[src/rtl/count_bcd_display_pkg.sv]
// Shared types and constants for the BCD display path: FSM states,
// active-low seven-segment codes (gfedcba) and iteration-counter sizing.
package count_bcd_display_pkg;

    typedef enum logic [1:0] {
        IDLE    = 2'd0,
        CONVERT = 2'd1,
        DONE    = 2'd2
    } state_t;

    localparam logic [6:0] SEG_0     = 7'b1000000;
    localparam logic [6:0] SEG_1     = 7'b1111001;
    localparam logic [6:0] SEG_2     = 7'b0100100;
    localparam logic [6:0] SEG_3     = 7'b0110000;
    localparam logic [6:0] SEG_4     = 7'b0011001;
    localparam logic [6:0] SEG_5     = 7'b0010010;
    localparam logic [6:0] SEG_6     = 7'b0000010;
    localparam logic [6:0] SEG_7     = 7'b1111000;
    localparam logic [6:0] SEG_8     = 7'b0000000;
    localparam logic [6:0] SEG_9     = 7'b0010000;
    localparam logic [6:0] SEG_BLANK = 7'b1111111;

    // Default binary width and the matching iteration counter width; the
    // counter must hold WIDTH itself, hence the +1.
    localparam int BIN_W = 13;
    localparam int CNT_W = $clog2(BIN_W + 1);

    function automatic int cnt_width(input int w);
        return $clog2(w + 1);
    endfunction

    function automatic longint pow10(input int n);
        longint r;
        r = 1;
        for (int i = 0; i < n; i++) r = r * 10;
        return r;
    endfunction

endpackage

[src/rtl/bcd_to_seg.sv]
// One BCD digit to active-low seven-segment code, with a blank override.
// Codes 10-15 are unreachable from the converter and show all-off.
module bcd_to_seg
    import count_bcd_display_pkg::*;
(
    input  logic [3:0] digit,
    input  logic       blank,
    output logic [6:0] seg
);

    // Digit lookup; blank wins over the digit value.
    always_comb begin
        seg = SEG_BLANK;
        if (!blank) begin
            unique case (digit)
                4'd0:    seg = SEG_0;
                4'd1:    seg = SEG_1;
                4'd2:    seg = SEG_2;
                4'd3:    seg = SEG_3;
                4'd4:    seg = SEG_4;
                4'd5:    seg = SEG_5;
                4'd6:    seg = SEG_6;
                4'd7:    seg = SEG_7;
                4'd8:    seg = SEG_8;
                4'd9:    seg = SEG_9;
                default: seg = SEG_BLANK;
            endcase
        end
    end

endmodule

[src/rtl/count_bcd_display.sv]
// Sequential double-dabble converter feeding DIGITS seven-segment decoders.
// One shift per CONVERT cycle, then a DONE cycle latches bcd/hex and pulses
// valid. Outputs are all registered and hold until the next DONE.
module count_bcd_display
    import count_bcd_display_pkg::*;
#(
    parameter int WIDTH  = 13,
    parameter int DIGITS = 4,
    parameter int LZB    = 1
) (
    input  logic                  clk,
    input  logic                  resetn,
    input  logic                  start,
    input  logic [WIDTH-1:0]      bin,
    output logic                  busy,
    output logic                  valid,
    output logic [4*DIGITS-1:0]   bcd,
    output logic [7*DIGITS-1:0]   hex
);

    localparam int CW = cnt_width(WIDTH);
    localparam int AW = 4 * DIGITS;
    localparam int HW = 7 * DIGITS;

    // The largest binary input must fit in DIGITS decimal digits.
    if (((longint'(1) << WIDTH) - 1) >= pow10(DIGITS)) begin : g_range_bad
        $error("count_bcd_display: DIGITS too small for WIDTH");
    end

    // Reset display: a lone "0" in digit 0, higher digits blank or "0".
    function automatic logic [HW-1:0] hex_reset();
        logic [HW-1:0] h;
        h = '0;
        for (int i = 0; i < DIGITS; i++)
            h[i*7 +: 7] = (i == 0 || LZB == 0) ? SEG_0 : SEG_BLANK;
        return h;
    endfunction

    localparam logic [HW-1:0] HEX_RST = hex_reset();

    state_t          state_q, state_d;
    logic [WIDTH-1:0] sh_q, sh_d;
    logic [AW-1:0]   acc_q, acc_d;
    logic [CW-1:0]   cnt_q, cnt_d;
    logic            busy_q, busy_d;
    logic            valid_q, valid_d;
    logic [AW-1:0]   bcd_q, bcd_d;
    logic [HW-1:0]   hex_q, hex_d;

    logic [AW-1:0]     acc_adj;
    logic [DIGITS-1:0] blank;
    logic [HW-1:0]     seg_w;

    // Add-3 correction on every digit >= 5 ahead of the shift.
    always_comb begin
        acc_adj = acc_q;
        for (int i = 0; i < DIGITS; i++)
            if (acc_q[i*4 +: 4] >= 4'd5)
                acc_adj[i*4 +: 4] = acc_q[i*4 +: 4] + 4'd3;
    end

    // Leading-zero blanking: a zero digit is blanked only while every higher
    // digit is also zero. Digit 0 always shows.
    always_comb begin
        logic hz;
        blank = '0;
        hz    = 1'b1;
        for (int i = DIGITS - 1; i > 0; i--) begin
            blank[i] = (LZB != 0) && hz && (acc_q[i*4 +: 4] == 4'd0);
            hz       = hz && (acc_q[i*4 +: 4] == 4'd0);
        end
    end

    for (genvar g = 0; g < DIGITS; g++) begin : g_seg
        bcd_to_seg u_seg (
            .digit (acc_q[g*4 +: 4]),
            .blank (blank[g]),
            .seg   (seg_w[g*7 +: 7])
        );
    end

    // Next-state logic: load on start, shift WIDTH times, publish in DONE.
    always_comb begin
        state_d = state_q;
        sh_d    = sh_q;
        acc_d   = acc_q;
        cnt_d   = cnt_q;
        valid_d = 1'b0;
        bcd_d   = bcd_q;
        hex_d   = hex_q;
        unique case (state_q)
            IDLE: begin
                if (start) begin
                    sh_d    = bin;
                    acc_d   = '0;
                    cnt_d   = CW'(WIDTH);
                    state_d = CONVERT;
                end
            end
            CONVERT: begin
                {acc_d, sh_d} = {acc_adj, sh_q} << 1;
                cnt_d         = cnt_q - CW'(1);
                if (cnt_q == CW'(1)) state_d = DONE;
            end
            DONE: begin
                bcd_d   = acc_q;
                hex_d   = seg_w;
                valid_d = 1'b1;
                state_d = IDLE;
            end
            default: state_d = IDLE;
        endcase
        busy_d = (state_d != IDLE);
    end

    // State and output registers; reset aborts any conversion in flight.
    always_ff @(posedge clk or negedge resetn) begin
        if (!resetn) begin
            state_q <= IDLE;
            sh_q    <= '0;
            acc_q   <= '0;
            cnt_q   <= '0;
            busy_q  <= 1'b0;
            valid_q <= 1'b0;
            bcd_q   <= '0;
            hex_q   <= HEX_RST;
        end else begin
            state_q <= state_d;
            sh_q    <= sh_d;
            acc_q   <= acc_d;
            cnt_q   <= cnt_d;
            busy_q  <= busy_d;
            valid_q <= valid_d;
            bcd_q   <= bcd_d;
            hex_q   <= hex_d;
        end
    end

    assign busy  = busy_q;
    assign valid = valid_q;
    assign bcd   = bcd_q;
    assign hex   = hex_q;

endmodule

[config.mk]
export PLATFORM = sky130hd
export DESIGN_NAME = count_bcd_display
export DESIGN_NICKNAME = d
export VERILOG_FILES = /design/src/rtl/count_bcd_display_pkg.sv /design/src/rtl/bcd_to_seg.sv /design/src/rtl/count_bcd_display.sv
export SDC_FILE = /design/constraint.sdc
export NUM_CORES = 1
export LEC_CHECK = 0
export CAP_MARGIN = 40
export CORE_MARGIN = 3
export CORE_UTILIZATION = 25
export DETAILED_ROUTE_END_ITERATION = 16
export PLACE_DENSITY_LB_ADDON = 0.15
export REMOVE_ABC_BUFFERS = 1
export SLEW_MARGIN = 20
export SYNTH_ARGS = -nofsm -noshare
export SYNTH_HDL_FRONTEND = slang
export SYNTH_SLANG_ARGS = --single-unit
[constraint.sdc]
create_clock -name clk -period 4.43 [get_ports clk]
set_clock_uncertainty 0.2 [all_clocks]
set_input_delay 0.443 -clock clk [delete_from_list [all_inputs] [get_ports clk]]
set_output_delay 0.443 -clock clk [all_outputs]
set_load 0.02 [all_outputs]
==> impl_metrics.ini, run 1 <==
[run_status]
status = finished, final reports clean

[routing]
wl_per_cell_um = 13.8
drc = 0
drt_first_pass_iters = 4
via_per_inst = 4.47
via_count = 3128
wl_um = 9630
drt_iter0_markers = 211
drt.antenna.violating_nets = 0

[setup_path]
cp_data_arrival_time_ns = 2.25
worstPathRequired_ns = 4.49
path_class = reg2reg
setup.worst_path.end_class = flip-flop
rr_worst_depth = 4
crit_fanout = 30
start_kind = flip-flop
crit-reg2reg-launch = state_q[0]$_DFF_PN0_
crit_start = state_q[0]$_DFF_PN0_

[layout]
diodes = 0
seqCellArea_um2 = 2050
area_growth_syn_to_layout_pct = 25.4
drive_above_1_share_pct = 10.5
fin_nets = 520
multi_input_area_um2 = 1840
nFillCells = 1657

[global_route]
grt_pass1_wl_um = 16200
overflow = 0
grt_pass1_vias = 3117
grt_usage_pct = 11.1
grt_max_degree = 45
antenna_found_initial = 0

[timing]
finalCritPeriodShare_pct = 49.4
fmax_mhz = 457
rsz0062_at_grt = false
setup_viol = 0
setup_ws_ns = 2.24
layout_min_cycle_time_ns = 2.19
slew_headroom_pct = 55.3
tightest_slew_ns = 0.671
drv_slew = 0
setup_tns_ns = 0
finalHoldViolCount = 0

[floorplanning]
design.die.area_um2 = 18200
start_util_pct = 25.8
boundaryPins = 62
core_um2 = 16100
die_w_um = 135
chipHeight_um = 135
rows = 46

[synth]
seq_area_frac_synth_pct = 49.5
synthAdderAreaFrac_pct = 7.54
synth_commonest_cells = 69 x nand2_1, 59 x dfrtp_1, 44 x o21ai_0
yosysMostFrequentCell = nand2_1
synth_top_family_by_area = compound AO/OA/AOI/OAI gates
ys_top_cells_by_area = dfrtp_1 36%, dfstp_2 14%, ha_1 7.5%
yosysWarningCount = 0
synth.area.mux_share_pct = 0.965
synth_edf_count = 0
async_flop_share_pct = 100
synthXorXnorAreaFrac_pct = 1.27
syn_area_per_cell_um2 = 9.67
synth_top_area_share_pct = 35.6
synthSimpleGateAreaFrac_pct = 15.4
synthFlopType = dfrtp_1
ys_ff_latch = 81
synth_compound_area_share_pct = 19.0
syn_inst = 429
yosysUniqueCellTypes = 48
netlist_area_um2 = 4150
synth.largest_area_cell = dfrtp_1

[clock_network]
cts_tree = done
cts_made_buffers = 9
insertion_delay_ns = 0.34
clk_pin_slew_ns = 0.06
htreeDepth = 3
cts_setup_buffers = 0
ctsResizeCount = 0
clock_sinks = 81
cts_buffer_depth = 2
clockRootBuffer = clkbuf_16

[placement]
dpl_worst_slack_ns = 1.99
gp_congestion = 0.762
portBuffers = 61
place_hpwl_um = 6690

[power_and_ir_drop]
peakVddDrop_mv = 0.216
p_leak_nw = 2.18
power_frac_seq_pct = 35.9
power.internal_w = 0.00232
pwr-share-comb_pct = 46.1
swShare_pct = 40.5
p_clk_share_pct = 18.0
power_density_nw_per_um2 = 752
switching_power_w = 0.00158

[worst_hold_path]
min_delay_path_depth = 2
worstHoldPathType = reg2reg
min_from = hex[26]$_DFFE_PN1P_

[run]
drv_cap = 0
flip-flops by register name, summed over array words and instances, names as in the netlist:
name / cells
sh_q: 13
cnt_q: 4
bcd: 16
hex: 28
state_q: 2
valid: 1
busy: 1
acc_q: 16
routing by layer:
| layer | routed length, µm | vias to the layer above | global-route usage [%] | share of wire, % |
|---|---|---|---|---|
| met5 | 0 | - | 0 | 0 |
| met4 | 186 | 0 | 5.09 | 1.9 |
| met3 | 410 | 10 | 2.35 | 4.3 |
| met2 | 4480 | 56 | 17.3 | 47 |
| met1 | 4550 | 1472 | 14.8 | 47 |
| li1 | - | 1590 | - | - |
final timing paths:
check                                       to  slack, ns
setup / recovery           hex[24]$_DFFE_PN1P_       2.24
hold / removal             hex[26]$_DFFE_PN1P_       0.27
setup reg to reg           hex[24]$_DFFE_PN1P_       2.24
hold reg to reg            hex[26]$_DFFE_PN1P_       0.27
max in group asynchronous  hex[11]$_DFFE_PN1P_       2.94
min in group asynchronous   hex[3]$_DFFE_PN0P_       0.43
critical path, cell delays in order, from the launching register on:
cell,delay [ns]
dfrtp_1,0.45
nand2b_2,0.54
inv_4,0.43
o21ai_1,0.23
o22a_1,0.23
final cells by class:
class / instances / share of cell area, %
Sequential cell: 81 / 39.5
Multi-Input combinational cell: 298 / 35.3
Timing Repair Buffer: 66 / 13.0
Tap cell: 216 / 5.20
Clock buffer: 13 / 5.00
Inverter: 23 / 1.73
Clock inverter: 3 / 0.289
what timing repair did:
| item | CTS | global route |
|---|---|---|
| hold buffers | 1 | 0 |
| setup endpoints to repair | 0 | 0 |
| endpoints found under the hold margin | 32 | 0 |
cell families (layout without fill, tap and decap cells):
family,after synthesis,in the layout
flip-flops,81,81
adder cells (fa/ha/maj),25,25
buffers and inverters,50,105
multiplexers,4,4
AO/OA/AOI/OAI,129,129
XOR/XNOR,6,6
AND/OR/NAND/NOR,134,134
through the flow:
step	hold slack, ns	total power [W]	instances	cell area (µm²)	util, %
after floorplan	-0.0526	0.00256	402	3980	-
after global placement	0.265	0.00321	681	4870	30.3
after detailed placement	0.268	0.00324	683	4920	30.6
after CTS	0.282	0.00397	700	5200	32.4
after global routing	0.301	0.00423	700	5200	32.4
final	0.274	0.00391	700	5200	32.4
cell usage in the layout (no fill, tap or decap), drive strengths merged, types with 2 or more instances in the layout:
master and instances:
nand2b 9, nor3b 2, o21ai 47, dfstp 22, o311ai 3, nand3 3, nor2 29, nand2 69
and3 5, a21oi 25, a211oi 3, dfrtp 59, o22ai 13, nor2b 2, or2 2, clkbuf 13
a31oi 15, nor3 5, clkinv 4, nand3b 3, buf 5, mux2i 4, o31ai 5, clkdlybuf4s50 60
inv 22, o22a 12, ha 25, xnor2 6
power by group through the flow:
stage | Combinational (W) | Sequential, W | Clock [W]
final | 0.00180 | 0.00140 | 0.000703
after global routing | 0.00201 | 0.00146 | 0.000756
after CTS | 0.00183 | 0.00141 | 0.000731
after detailed placement | 0.00182 | 0.00142 | 0
after global placement | 0.00179 | 0.00142 | 0
after floorplan | 0.00104 | 0.00153 | 0
Note: power is estimated with default switching activity, not from simulation.
==> run 2, diff against run 1 <==
clock period = 1.9 ns   (was 4.43 ns; I/O delays follow)
==> run 2 against run 1 <==
Net effect: critical path depth is 3 lower; hold slack got worse by 0.13 ns; design area is 6.1% higher; clock power rose by 120%; register-to-register slack got worse by 2.1 ns; via count up 7.1%; power is 150% higher; final cell count up 5.1%; die area did not move; critical endpoint is now hex[20]; largest cell class unchanged; largest power group unchanged.
==> impl_metrics.ini, run 2 (synthesis gave the netlist of run 1 again) <==
[setup_path]
crit_fanout = 2
cp_data_arrival_time_ns = 1.47
setup.worst_path.end_class = output pin
cp-endpoint = hex[20]
start_kind = flip-flop
cp_num_cells = 1
critPathBufInv = 1
r2r_slack_ns = 0.10
crit-reg2reg-launch = acc_q[4]$_DFFE_PN0P_
slowest_delay_ns = 0.60
worstReg2RegEnd = acc_q[5]$_DFFE_PN0P_
cpLargestDelayFamily = buffers and inverters
worstPathRequired_ns = 1.51
path_class = reg2out
cp_slowest_cell = clkdlybuf4s50_1
rr_worst_depth = 6
critical_path.cell_chain = clkdlybuf4s50_1
crit_start = hex[20]$_DFFE_PN1P_

[power_and_ir_drop]
power_density_nw_per_um2 = 1750
p_leak_nw = 2.49
p_total_w = 0.00964
peakVddDrop_mv = 0.549

[timing]
tightest_slew_ns = 0.599
fin_hold_ws_ns = 0.144
finalCritPeriodShare_pct = 98.0
fmax_mhz = 537
setup_viol = 0
rsz0062_at_grt = false
setup_tns_ns = 0
layout_min_cycle_time_ns = 1.86
drv_slew = 0
finalHoldViolCount = 0
slew_headroom_pct = 60.0

[layout]
diodes = 0
largest_reg_flops = 28
area_growth_syn_to_layout_pct = 33.1
mostFrequentLayoutCell = nand2_1
layout_common_cells = 69 x nand2_1, 59 x dfrtp_1, 50 x clkdlybuf4s50_1
drive_above_1_share_pct = 18.1
nFillCells = 1642
fin_nets = 556

[floorplanning]
chipHeight_um = 135
design.die.area_um2 = 18200
die_w_um = 135
rows = 46
start_util_pct = 25.8
core_um2 = 16100
boundaryPins = 62

[global_route]
grt_pass1_vias = 3297
overflow = 0
antenna_found_initial = 0
grt_pass1_wl_um = 17300
grt_usage_pct = 12.0
grt_max_degree = 35

[placement]
place_hpwl_um = 7320
portBuffers = 61
gp_congestion = 0.749

[routing]
drt_first_pass_iters = 4
via_per_inst = 4.55
drt_iter0_markers = 204
wl_um = 10200
drt.antenna.violating_nets = 0
via_count = 3349
drc = 0
wl_per_cell_um = 13.9

[clock_network]
insertion_delay_ns = 0.34
cts_tree = done
htreeDepth = 3
clock_sinks = 81
clk_pin_slew_ns = 0.06
cts_made_buffers = 9
cts_buffer_depth = 2
clockRootBuffer = clkbuf_16

[run]
drv_cap = 0

[run_status]
status = finished, final reports clean

[worst_hold_path]
worstHoldPathType = in2async
run 2: cell types whose count changed in the layout (fill, tap and decap cells not counted), moves of 3 or more:
cell / delta
buf_12: +3
buf_4: +35
clkdlybuf4s50_1: -10
dlymetal6s2s_1: +9
run 2: area by class of cell:
cell class,count,area (µm²),share of cell area (%)
Multi-Input combinational cell,298,1860,33.8
Tap cell,216,270,4.90
Clock buffer,10,229,4.15
Sequential cell,81,2050,37.2
Inverter,23,90.1,1.63
Timing Repair Buffer,102,977,17.7
Clock inverter,6,35.0,0.635
run 2: layer usage:
layer / up-vias / share of wire, % / GRT usage (%) / routed length, µm
met5: - / 0 / 0 / 0
met4: 0 / 1.1 / 4.58 / 111
met3: 8 / 3.6 / 2.79 / 372
met2: 53 / 48 / 19.0 / 4920
met1: 1624 / 47 / 15.9 / 4810
li1: 1664 / - / - / -
run 2: what timing repair did:
| item | CTS | global route |
|---|---|---|
| hold buffers | 1 | 0 |
| buffers inserted | 0 | 5 |
| pin swaps | 0 | 1 |
| hold endpoints to repair | 32 | 0 |
| setup endpoints to repair | 1 | 27 |
| resized for setup | 1 | 19 |
run 2: per-stage QoR:
| stage | area [µm²] | utilization [%] | cells | setup WS (ns) |
|---|---|---|---|---|
| floorplan | 3980 | - | 402 | -0.399 |
| global placement | 5160 | 32.1 | 714 | 0.0483 |
| detailed placement | 5160 | 32.1 | 714 | 0.0314 |
| CTS | 5430 | 33.8 | 731 | 0.00159 |
| global route | 5520 | 34.4 | 736 | 0.00100 |
| finish | 5520 | 34.4 | 736 | 0.0374 |
run 2: worst min path at each step:
stage	end	cells after the start
2_1_floorplan	acc_q[0]$_DFFE_PN0P_	0
3_3_place_gp	sh_q[8]$_DFFE_PN0P_	1
3_5_place_dp	sh_q[4]$_DFFE_PN0P_	1
4_1_cts	sh_q[8]$_DFFE_PN0P_	2
5_1_grt	sh_q[8]$_DFFE_PN0P_	2
6_report	sh_q[8]$_DFFE_PN0P_	2
run 2: where the power goes:
group | switching [W] | internal, W
sequential | 0.000529 | 0.00255
clock | 0.000703 | 0.000875
combinational | 0.00264 | 0.00234
total | 0.00388 | 0.00577
